===== src/rtl/alarm_sequencer.sv =====
// Alarm setpoint storage, arming, match detection and ring/snooze/auto-silence sequencing.
// Sits beside the timekeeper and feeds the display mux and buzzer driver.
module alarm_sequencer #(
    parameter int SNOOZE_MIN     = 5,
    parameter int RING_TIMEOUT_S = 60
) (
    input  logic       clk,
    input  logic       rst,
    input  logic       tick_1hz,
    input  logic [5:0] cur_hour,
    input  logic [5:0] cur_min,
    input  logic [5:0] cur_sec,
    input  logic       alarm_set,
    input  logic       inc_hr,
    input  logic       inc_min,
    input  logic       arm_toggle,
    input  logic       snooze,
    input  logic       stop,
    output logic [5:0] alarm_hour,
    output logic [5:0] alarm_min,
    output logic       armed,
    output logic       ringing,
    output logic       snoozing,
    output logic [2:0] state
);

    typedef enum logic [2:0] {
        IDLE   = 3'd0,
        ARMED  = 3'd1,
        RING   = 3'd2,
        SNOOZE = 3'd3,
        SET    = 3'd4
    } state_t;

    state_t     state_q, state_d;
    logic [5:0] hour_d, min_d;
    logic       armed_d;
    logic [5:0] wake_hour, wake_min, wake_hour_d, wake_min_d;
    logic [7:0] ring_cnt, ring_cnt_d;
    logic [6:0] snooze_sum;
    logic [5:0] snooze_hour, snooze_min;
    logic       alarm_match, wake_match;

    localparam logic [7:0] RING_LAST = 8'(RING_TIMEOUT_S - 1);

    assign alarm_match = tick_1hz && (cur_sec == 6'd0) &&
                         (cur_hour == alarm_hour) && (cur_min == alarm_min);
    assign wake_match  = tick_1hz && (cur_sec == 6'd0) &&
                         (cur_hour == wake_hour) && (cur_min == wake_min);

    // Wake target is "now + SNOOZE_MIN", carrying minute overflow into the hour.
    always_comb begin
        snooze_sum = {1'b0, cur_min} + 7'(SNOOZE_MIN);
        if (snooze_sum >= 7'd60) begin
            snooze_min  = 6'(snooze_sum - 7'd60);
            snooze_hour = (cur_hour == 6'd23) ? 6'd0 : cur_hour + 6'd1;
        end else begin
            snooze_min  = snooze_sum[5:0];
            snooze_hour = cur_hour;
        end
    end

    always_comb begin
        state_d     = state_q;
        hour_d      = alarm_hour;
        min_d       = alarm_min;
        armed_d     = armed;
        wake_hour_d = wake_hour;
        wake_min_d  = wake_min;
        ring_cnt_d  = ring_cnt;

        if (alarm_set) begin
            state_d = SET;
            if (state_q == SET) begin
                if (inc_hr)
                    hour_d = (alarm_hour == 6'd23) ? 6'd0 : alarm_hour + 6'd1;
                if (inc_min)
                    min_d = (alarm_min == 6'd59) ? 6'd0 : alarm_min + 6'd1;
            end
        end else begin
            case (state_q)
                SET: state_d = armed ? ARMED : IDLE;
                IDLE: begin
                    if (arm_toggle) begin
                        armed_d = 1'b1;
                        state_d = ARMED;
                    end
                end
                ARMED: begin
                    if (arm_toggle) begin
                        armed_d = 1'b0;
                        state_d = IDLE;
                    end else if (alarm_match) begin
                        state_d    = RING;
                        ring_cnt_d = 8'd0;
                    end
                end
                RING: begin
                    if (arm_toggle) begin
                        armed_d = 1'b0;
                        state_d = IDLE;
                    end else if (stop) begin
                        state_d = ARMED;
                    end else if (snooze) begin
                        state_d     = SNOOZE;
                        wake_hour_d = snooze_hour;
                        wake_min_d  = snooze_min;
                    end else if (tick_1hz) begin
                        ring_cnt_d = ring_cnt + 8'd1;
                        if (ring_cnt == RING_LAST)
                            state_d = ARMED;
                    end
                end
                SNOOZE: begin
                    if (arm_toggle) begin
                        armed_d = 1'b0;
                        state_d = IDLE;
                    end else if (stop) begin
                        state_d = ARMED;
                    end else if (wake_match) begin
                        state_d    = RING;
                        ring_cnt_d = 8'd0;
                    end
                end
                default: state_d = IDLE;
            endcase
        end
    end

    // Status flags are registered from the next state so they align with state.
    always_ff @(posedge clk) begin
        if (!rst) begin
            state_q    <= IDLE;
            alarm_hour <= 6'd0;
            alarm_min  <= 6'd0;
            armed      <= 1'b0;
            ringing    <= 1'b0;
            snoozing   <= 1'b0;
            wake_hour  <= 6'd0;
            wake_min   <= 6'd0;
            ring_cnt   <= 8'd0;
        end else begin
            state_q    <= state_d;
            alarm_hour <= hour_d;
            alarm_min  <= min_d;
            armed      <= armed_d;
            ringing    <= (state_d == RING);
            snoozing   <= (state_d == SNOOZE);
            wake_hour  <= wake_hour_d;
            wake_min   <= wake_min_d;
            ring_cnt   <= ring_cnt_d;
        end
    end

    assign state = state_q;

endmodule


===== config.mk =====
export PLATFORM = sky130hd
export DESIGN_NAME = alarm_sequencer
export DESIGN_NICKNAME = d
export VERILOG_FILES = /design/src/rtl/alarm_sequencer.sv
export SDC_FILE = /design/constraint.sdc
export NUM_CORES = 1
export LEC_CHECK = 0
export BUFFER_PORTS_ARGS = -buffer_cell sky130_fd_sc_hd__buf_2
export CAP_MARGIN = 20
export CORE_MARGIN = 3
export CORE_UTILIZATION = 40
export CTS_CLUSTER_SIZE = 20
export DETAILED_ROUTE_END_ITERATION = 8
export SLEW_MARGIN = 20
export SYNTH_ARGS = -nofsm -noshare
export SYNTH_HDL_FRONTEND = slang
export SYNTH_SLANG_ARGS = --single-unit

===== constraint.sdc =====
create_clock -name clk -period 4.7 [get_ports clk]
set_input_delay 0.235 -clock clk [delete_from_list [all_inputs] [get_ports clk]]
set_output_delay 0.235 -clock clk [all_outputs]
set_load 0.01 [all_outputs]

==> results of run 1 <==
[power by group through the flow]
stage / logic [uW] / clock network [uW] / registers [uW]
after CTS: 88.5 / 248 / 328
after global placement: 87.4 / 0 / 336
final: 87.8 / 242 / 328
after floorplan: 62.0 / 0 / 334
after detailed placement: 87.9 / 0 / 336
after global routing: 97.9 / 261 / 329
[cells by family after synthesis]
group / count (synthesis) / share of synthesized area
muxes: 7 / 0.0296
AOI/OAI and AO/OA: 60 / 0.174
adders and majority gates: 6 / 0.0312
and+or+nand+nor: 118 / 0.260
buffers and inverters: 22 / 0.0447
xor gates and xnor gates: 40 / 0.145
DFF: 38 / 0.316
[sequential cells by signal, summed over array words and instances (netlist names)]
register	count
snoozing	1
wake_min	6
alarm_hour	6
wake_hour	6
ringing	1
armed	1
ring_cnt	8
state	3
alarm_min	6
[cell type report]
| class | count | area share |
|---|---|---|
| well taps | 72 | 0.0330 |
| clock inverters | 2 | 0.00458 |
| flip-flops and latches | 38 | 0.278 |
| inverters | 5 | 0.00687 |
| multi-input cells | 231 | 0.564 |
| repair buffers | 45 | 0.0833 |
| clock buffers | 6 | 0.0302 |
[cells in the final DEF, fill, tap and decap left out, types with 4 or more instances in the layout]
cell / Yosys / final
a21o_1: 7 / 7
a21oi_1: 11 / 11
buf_2: 8 / 44
clkbuf_8: 0 / 6
dfxtp_1: 38 / 38
ha_1: 6 / 6
inv_1: 5 / 5
mux2i_1: 6 / 6
nand2_1: 24 / 24
nand2b_1: 6 / 6
nand3_1: 17 / 17
nand4_1: 11 / 11
nor2_1: 26 / 26
nor3_1: 9 / 9
o21ai_0: 12 / 12
o21ai_1: 4 / 4
o31ai_1: 8 / 8
xnor2_1: 34 / 34
xor2_1: 6 / 6
[layer usage]
layer	global-route usage	wire length [microns]	part of all wire
met2	0.266	2500	0.45
met3	0.0385	233	0.042
met5	0	0	0
met1	0.216	2700	0.49
met4	0.0556	66	0.012
[worst reg2reg max path, stage by stage (launching register included)]
cell and delay, ns:
dfxtp_1 0.32, xnor2_1 0.21, nand4_1 0.11, nor4_1 0.59, o31ai_1 0.24, o21a_1 0.30, a22o_1 0.25
[stage by stage]
| stage | util | cell area (sq um) | hold slack [ns] | power [uW] |
|---|---|---|---|---|
| after floorplan | - | 2410 | 0.331 | 396 |
| after global placement | 0.465 | 2640 | 0.472 | 423 |
| after detailed placement | 0.465 | 2640 | 0.465 | 423 |
| after CTS | 0.481 | 2730 | 0.220 | 665 |
| after global routing | 0.481 | 2730 | 0.241 | 687 |
| final | 0.481 | 2730 | 0.225 | 658 |
[worst min-delay path by stage]
stage,start,to,slack (ns),cells after the start
2_1_floorplan,cur_min[0],wake_min[0],0.33,1
3_3_place_gp,wake_min[1],wake_min[1],0.47,2
3_5_place_dp,wake_min[1],wake_min[1],0.47,2
4_1_cts,cur_min[0],wake_min[0],0.22,2
5_1_grt,alarm_set,state[2],0.24,2
6_report,cur_min[0],wake_min[0],0.22,2
==> impl_results.md, run 1 <==
- Fin crit share: 0.452
- Mapped Nets: 324
- Initial Util: 0.424
- Final net count: 359
- Synth top cells by count: dfxtp_1, xnor2_1, nor2_1
- Worst VDD drop: 0.000127 V
- CTS buffer count: 5
- CP endpoint: ring_cnt[2]
- Place WS: 2.31 ns
- Fmax: 0.471 GHz
- CTS Buffer Depth: 2
- Final hold viol count: 0
- Clock Latency Late Sink: 0.30 ns
- Rel. slew slack: 0.568
- Clock share of power: 0.368
- CP Data Arrival Time: 2.32 ns
- Comb pwr share: 0.133
- Vias: 2145
- First-pass GRT wire length: 9.56 mm
- Top-count cell post-synth: dfxtp_1
- Mean Syn Cell Area: 8.28 sq um
- Yosys top cell by area: dfxtp_1
- Die footprint: 0.00699 sq mm
- Max-Cap Viols: 0
- #FFs+latches synth: 38
- Average routed wire per standard cell: 13.8 microns
- Register area: 761 sq um
- R2r setup slk: 2.58 ns
- Max-slew violation count: 0
- Number of global-route vias before repair: 2044
- Pin count of the biggest net entering global routing: 20
- 1st-iter DRT viols: 97
- Run status: finished clean
- Ys flop type: dfxtp_1
- Placed Instances: 391
- Net switching power: 179 uW
- Area taken by multi-input logic gates: 0.00154 sq mm
- CP max FO: 6
- Hpwl dp: 4.17 mm
- Worst setup path startpoint: wake_min[1]
- H-tree levels: 2
- Share of layout cells above drive strength 1: 0.183
- Finished Layout Cells: 399
- Crit path largest cell delay: 0.59 ns
- Final Setup Violations: 0
- IO Pins: 45
- Row count: 27
- Post-route minimum period: 2.12 ns
- Critical path depth: 6
- R2r startpoint: wake_min[1]
- Setup bufs post-CTS: 0
- GRT overflow: 0
- Syn Inst Count: 291
- Post-CTS Resized: 0
- TNS Setup: 0 ns
- Distinct cell type count after synthesis: 49
- # fillers: 560
- I/O Buffers: 44
- Internal: 479 uW
- Post-synth EDFFs: 0
- Antenna violations before repair: 0
- Tot GR Track Use: 0.165
- Drt pass-1 iters: 4
- Ys async rst share: 0
- Crit path launch type: flop
- Leak: 0.00104 uW
- Max Clock Skew: 0.00555 ns
- Switch share: 0.271
- CP delay by family, top: compound AO/OA/AOI/OAI gates
- Buf/Inv on CP: 0
- Drt total wl: 5.51 mm
- Worst reg2reg path depth: 6
- Reg-to-Reg End: ring_cnt[2]
- Clock root buffer master: clkbuf_8
- Vias/cell: 5.38
- ANT nets after route: 0
- Hold WC Path Type: in -> reg
- Setup ws final: 2.58 ns
- CP Capture Type: flop
- WS Path Type: reg -> reg
- Post-synthesis sequential area ratio: 0.316
- Placer congestion estimate: 0.826
- Height of the die: 83.6 microns
- Placeable Area: 0.00568 sq mm
- RSZ-0062 raised after global routing: no
- Die Wd: 83.6 microns
- Post-Syn Area: 0.00241 sq mm
- DR DRC count: 0
- Register share of total power: 0.499
- Worst Tran Pin Value: 0.642 ns
- CTS Sinks: 38
- Yosys warning total: 0
- CTS tree: yes
- Required time worst endpoint: 4.90 ns
- Clock slew at reported path FFs: 0.08 ns
- Power per cell area: 241 mW/mm^2
- Cells along the critical path: xnor2_1 -> nand4_1 -> nor4_1 -> o31ai_1 -> o21a_1 -> a22o_1
- Crit-path slowest cell: nor4_1
- Ant diodes: 0
- Area growth from synthesis to layout: 13.5%
- Ranking of synthesized cells by area: dfxtp_1, xnor2_1, nor2_1, nand2_1, nand3_1
- Synth top area share: 0.316
- Hold-fix buffers at CTS: 0
(Power assumes the default switching activity.)
==> run 2: changes to the inputs <==
clock period = 2.1 ns   (was 4.7 ns; I/O delays follow)
==> run 2 against run 1 <==
Non-clock buffer count grew 20. Die area is the same. Sequential power grew 120%. First-iteration DRC count shrank 36%. Power grew 120%. Cell area grew 5.0%. Clock skew shrank 0.0028 ns.
==> impl_results.md, run 2 (synthesized netlist as in run 1, its figures left out) <==
- Run status: finished clean (unchanged)
- Register share of total power: 0.501 (was 0.499)
- WS Path Type: reg -> reg (unchanged)
- Height of the die: 83.6 microns (unchanged)
- Share of layout cells above drive strength 1: 0.226 (was 0.183)
- CTS Buffer Depth: 2 (unchanged)
- TNS Setup: 0 ns (unchanged)
- Clock root buffer master: clkbuf_8 (unchanged)
- Max-slew violation count: 0 (unchanged)
- Drt pass-1 iters: 4 (unchanged)
- Tot GR Track Use: 0.172 (was 0.165)
- Worst Tran Pin Value: 0.573 ns (was 0.642 ns)
- Clock share of power: 0.347 (was 0.368)
- Row count: 27 (unchanged)
- Max Clock Skew: 0.00273 ns (was 0.00555 ns)
- DR DRC count: 0 (unchanged)
- R2r startpoint: alarm_hour[1] (was wake_min[1])
- CTS tree: yes (unchanged)
- Gr busiest metal: met2 (unchanged)
- Pin count of the biggest net entering global routing: 19 (was 20)
- 1st-iter DRT viols: 62 (was 97)
- CTS buffer count: 5 (unchanged)
- Internal: 1080 uW (was 479 uW)
- Met2 usage: 0.286 (was 0.266)
- Leak: 0.00114 uW (was 0.00104 uW)
- Die Wd: 83.6 microns (unchanged)
- Comb pwr share: 0.153 (was 0.133)
- Power per cell area: 508 mW/mm^2 (was 241 mW/mm^2)
- Average routed wire per standard cell: 13.7 microns (was 13.8 microns)
- I/O Buffers: 44 (unchanged)
- CTS Sinks: 38 (unchanged)
- CP max FO: 6 (unchanged)
- Vias/cell: 5.30 (was 5.38)
- Final net count: 379 (was 359)
- Fin crit share: 0.915 (was 0.452)
- IO Pins: 45 (unchanged)
- Ant diodes: 0 (unchanged)
- Drt total wl: 5.73 mm (was 5.51 mm)
- Switch share: 0.260 (was 0.271)
- Place WS: 0.0103 ns (was 2.31 ns)
- Die footprint: 0.00699 sq mm (unchanged)
- Final hold viol count: 0 (unchanged)
- Initial Util: 0.424 (unchanged)
- Net switching power: 380 uW (was 179 uW)
- Largest register FFs: 8 (unchanged)
- Post-CTS Resized: 0 (unchanged)
- Grt met3 use: 0.0474 (was 0.0385)
- Hold-fix buffers at CTS: 0 (unchanged)
- Placeable Area: 0.00568 sq mm (unchanged)
- Setup bufs post-CTS: 0 (unchanged)
- GRT overflow: 0 (unchanged)
- RSZ-0062 raised after global routing: no (unchanged)
- Commonest non-fill, non-tap cell in the layout: buf_2 (unchanged)
- Required time worst endpoint: 2.29 ns (was 4.90 ns)
- Final Setup Violations: 0 (unchanged)
- Hpwl dp: 4.38 mm (was 4.17 mm)
- Crit path launch type: flop (unchanged)
- Antenna violations before repair: 0 (unchanged)
- Hold WC Path Type: in -> reg (unchanged)
- Vias: 2209 (was 2145)
- Clock slew at reported path FFs: 0.07 ns (was 0.08 ns)
- H-tree levels: 2 (unchanged)
- Number of global-route vias before repair: 2080 (was 2044)
- Setup ws final: 0.178 ns (was 2.58 ns)
- First-pass GRT wire length: 9.92 mm (was 9.56 mm)
- Post-route minimum period: 1.92 ns (was 2.12 ns)
- Placer congestion estimate: 0.823 (was 0.826)
- Clock Latency Late Sink: 0.29 ns (was 0.30 ns)
- Largest register by flop count: ring_cnt (unchanged)
- Rel. slew slack: 0.615 (was 0.568)
- Max-Cap Viols: 0 (unchanged)
- Worst setup path startpoint: alarm_hour[1] (was wake_min[1])
- Area growth from synthesis to layout: 19.2% (was 13.5%)
- Met1 Use GR: 0.217 (was 0.216)
- Fmax: 0.520 GHz (was 0.471 GHz)
- Worst Hold Launch: alarm_set (was cur_min[0])
- CP Data Arrival Time: 2.11 ns (was 2.32 ns)
- CP Capture Type: flop (unchanged)
- ANT nets after route: 0 (unchanged)
- Most frequent cells in the layout: buf_2, dfxtp_1, xnor2_1, nor2_1, nand2_1 (unchanged)
- Worst VDD drop: 0.000298 V (was 0.000127 V)
## run 2: cell types whose count changed in the layout (fill, tap and decap cells not counted), sizes merged
cell      previous run  this run
buf                 45        65
clkinvlp             1         0
clkinv               1         0
## run 2: power groups by stage
stage          combinational, uW  sequential [uW]  clock, uW
3_3_place_gp                 221              747          0
6_report                     223              730        505
5_1_grt                      246              731        552
3_5_place_dp                 223              747          0
4_1_cts                      225              730        524
2_1_floorplan                139              748          0
## run 2: final timing paths
check        slack (ns)          end  cells past startpoint
min                0.10     state[2]                      2
min reg2reg        0.47  wake_min[1]                      2
max                0.18  ring_cnt[2]                      6
max reg2reg        0.18  ring_cnt[2]                      6
## run 2: cell type report
| cell class | instances | area [sq um] |
|---|---|---|
| sequential | 38 | 761 |
| clock buffer | 6 | 82.6 |
| multi-input combinational | 231 | 1540 |
| inverter | 5 | 18.8 |
| timing repair buffer | 65 | 378 |
| tap | 72 | 90.1 |
| fill | 555 | 2810 |
## run 2: through the flow
stage          instances  instance area, sq um  hold WS (ns)  total power (uW)  utilization
2_1_floorplan        291                  2410         0.201               887            -
3_3_place_gp         411                  2790         0.400               968        0.491
3_5_place_dp         411                  2790         0.402               970        0.491
4_1_cts              417                  2870        0.0942              1480        0.506
5_1_grt              417                  2870         0.111              1530        0.506
6_report             417                  2870         0.102              1460        0.506
## run 2: critical path, stage by stage, from the launching register on
cell	delay, ns
dfxtp_1	0.43
xnor2_1	0.15
nand4_1	0.16
nor4_2	0.38
nor3_1	0.15
o21a_1	0.29
a22o_1	0.25
## run 2: routing by layer
layer  share of wire  routed length [microns]  vias to the layer above
met1            0.47                     2690                     1002
met3           0.053                      304                        8
met2            0.47                     2670                       47
met4           0.012                       71                        0
met5               0                        0                        -
li1                -                        -                     1152
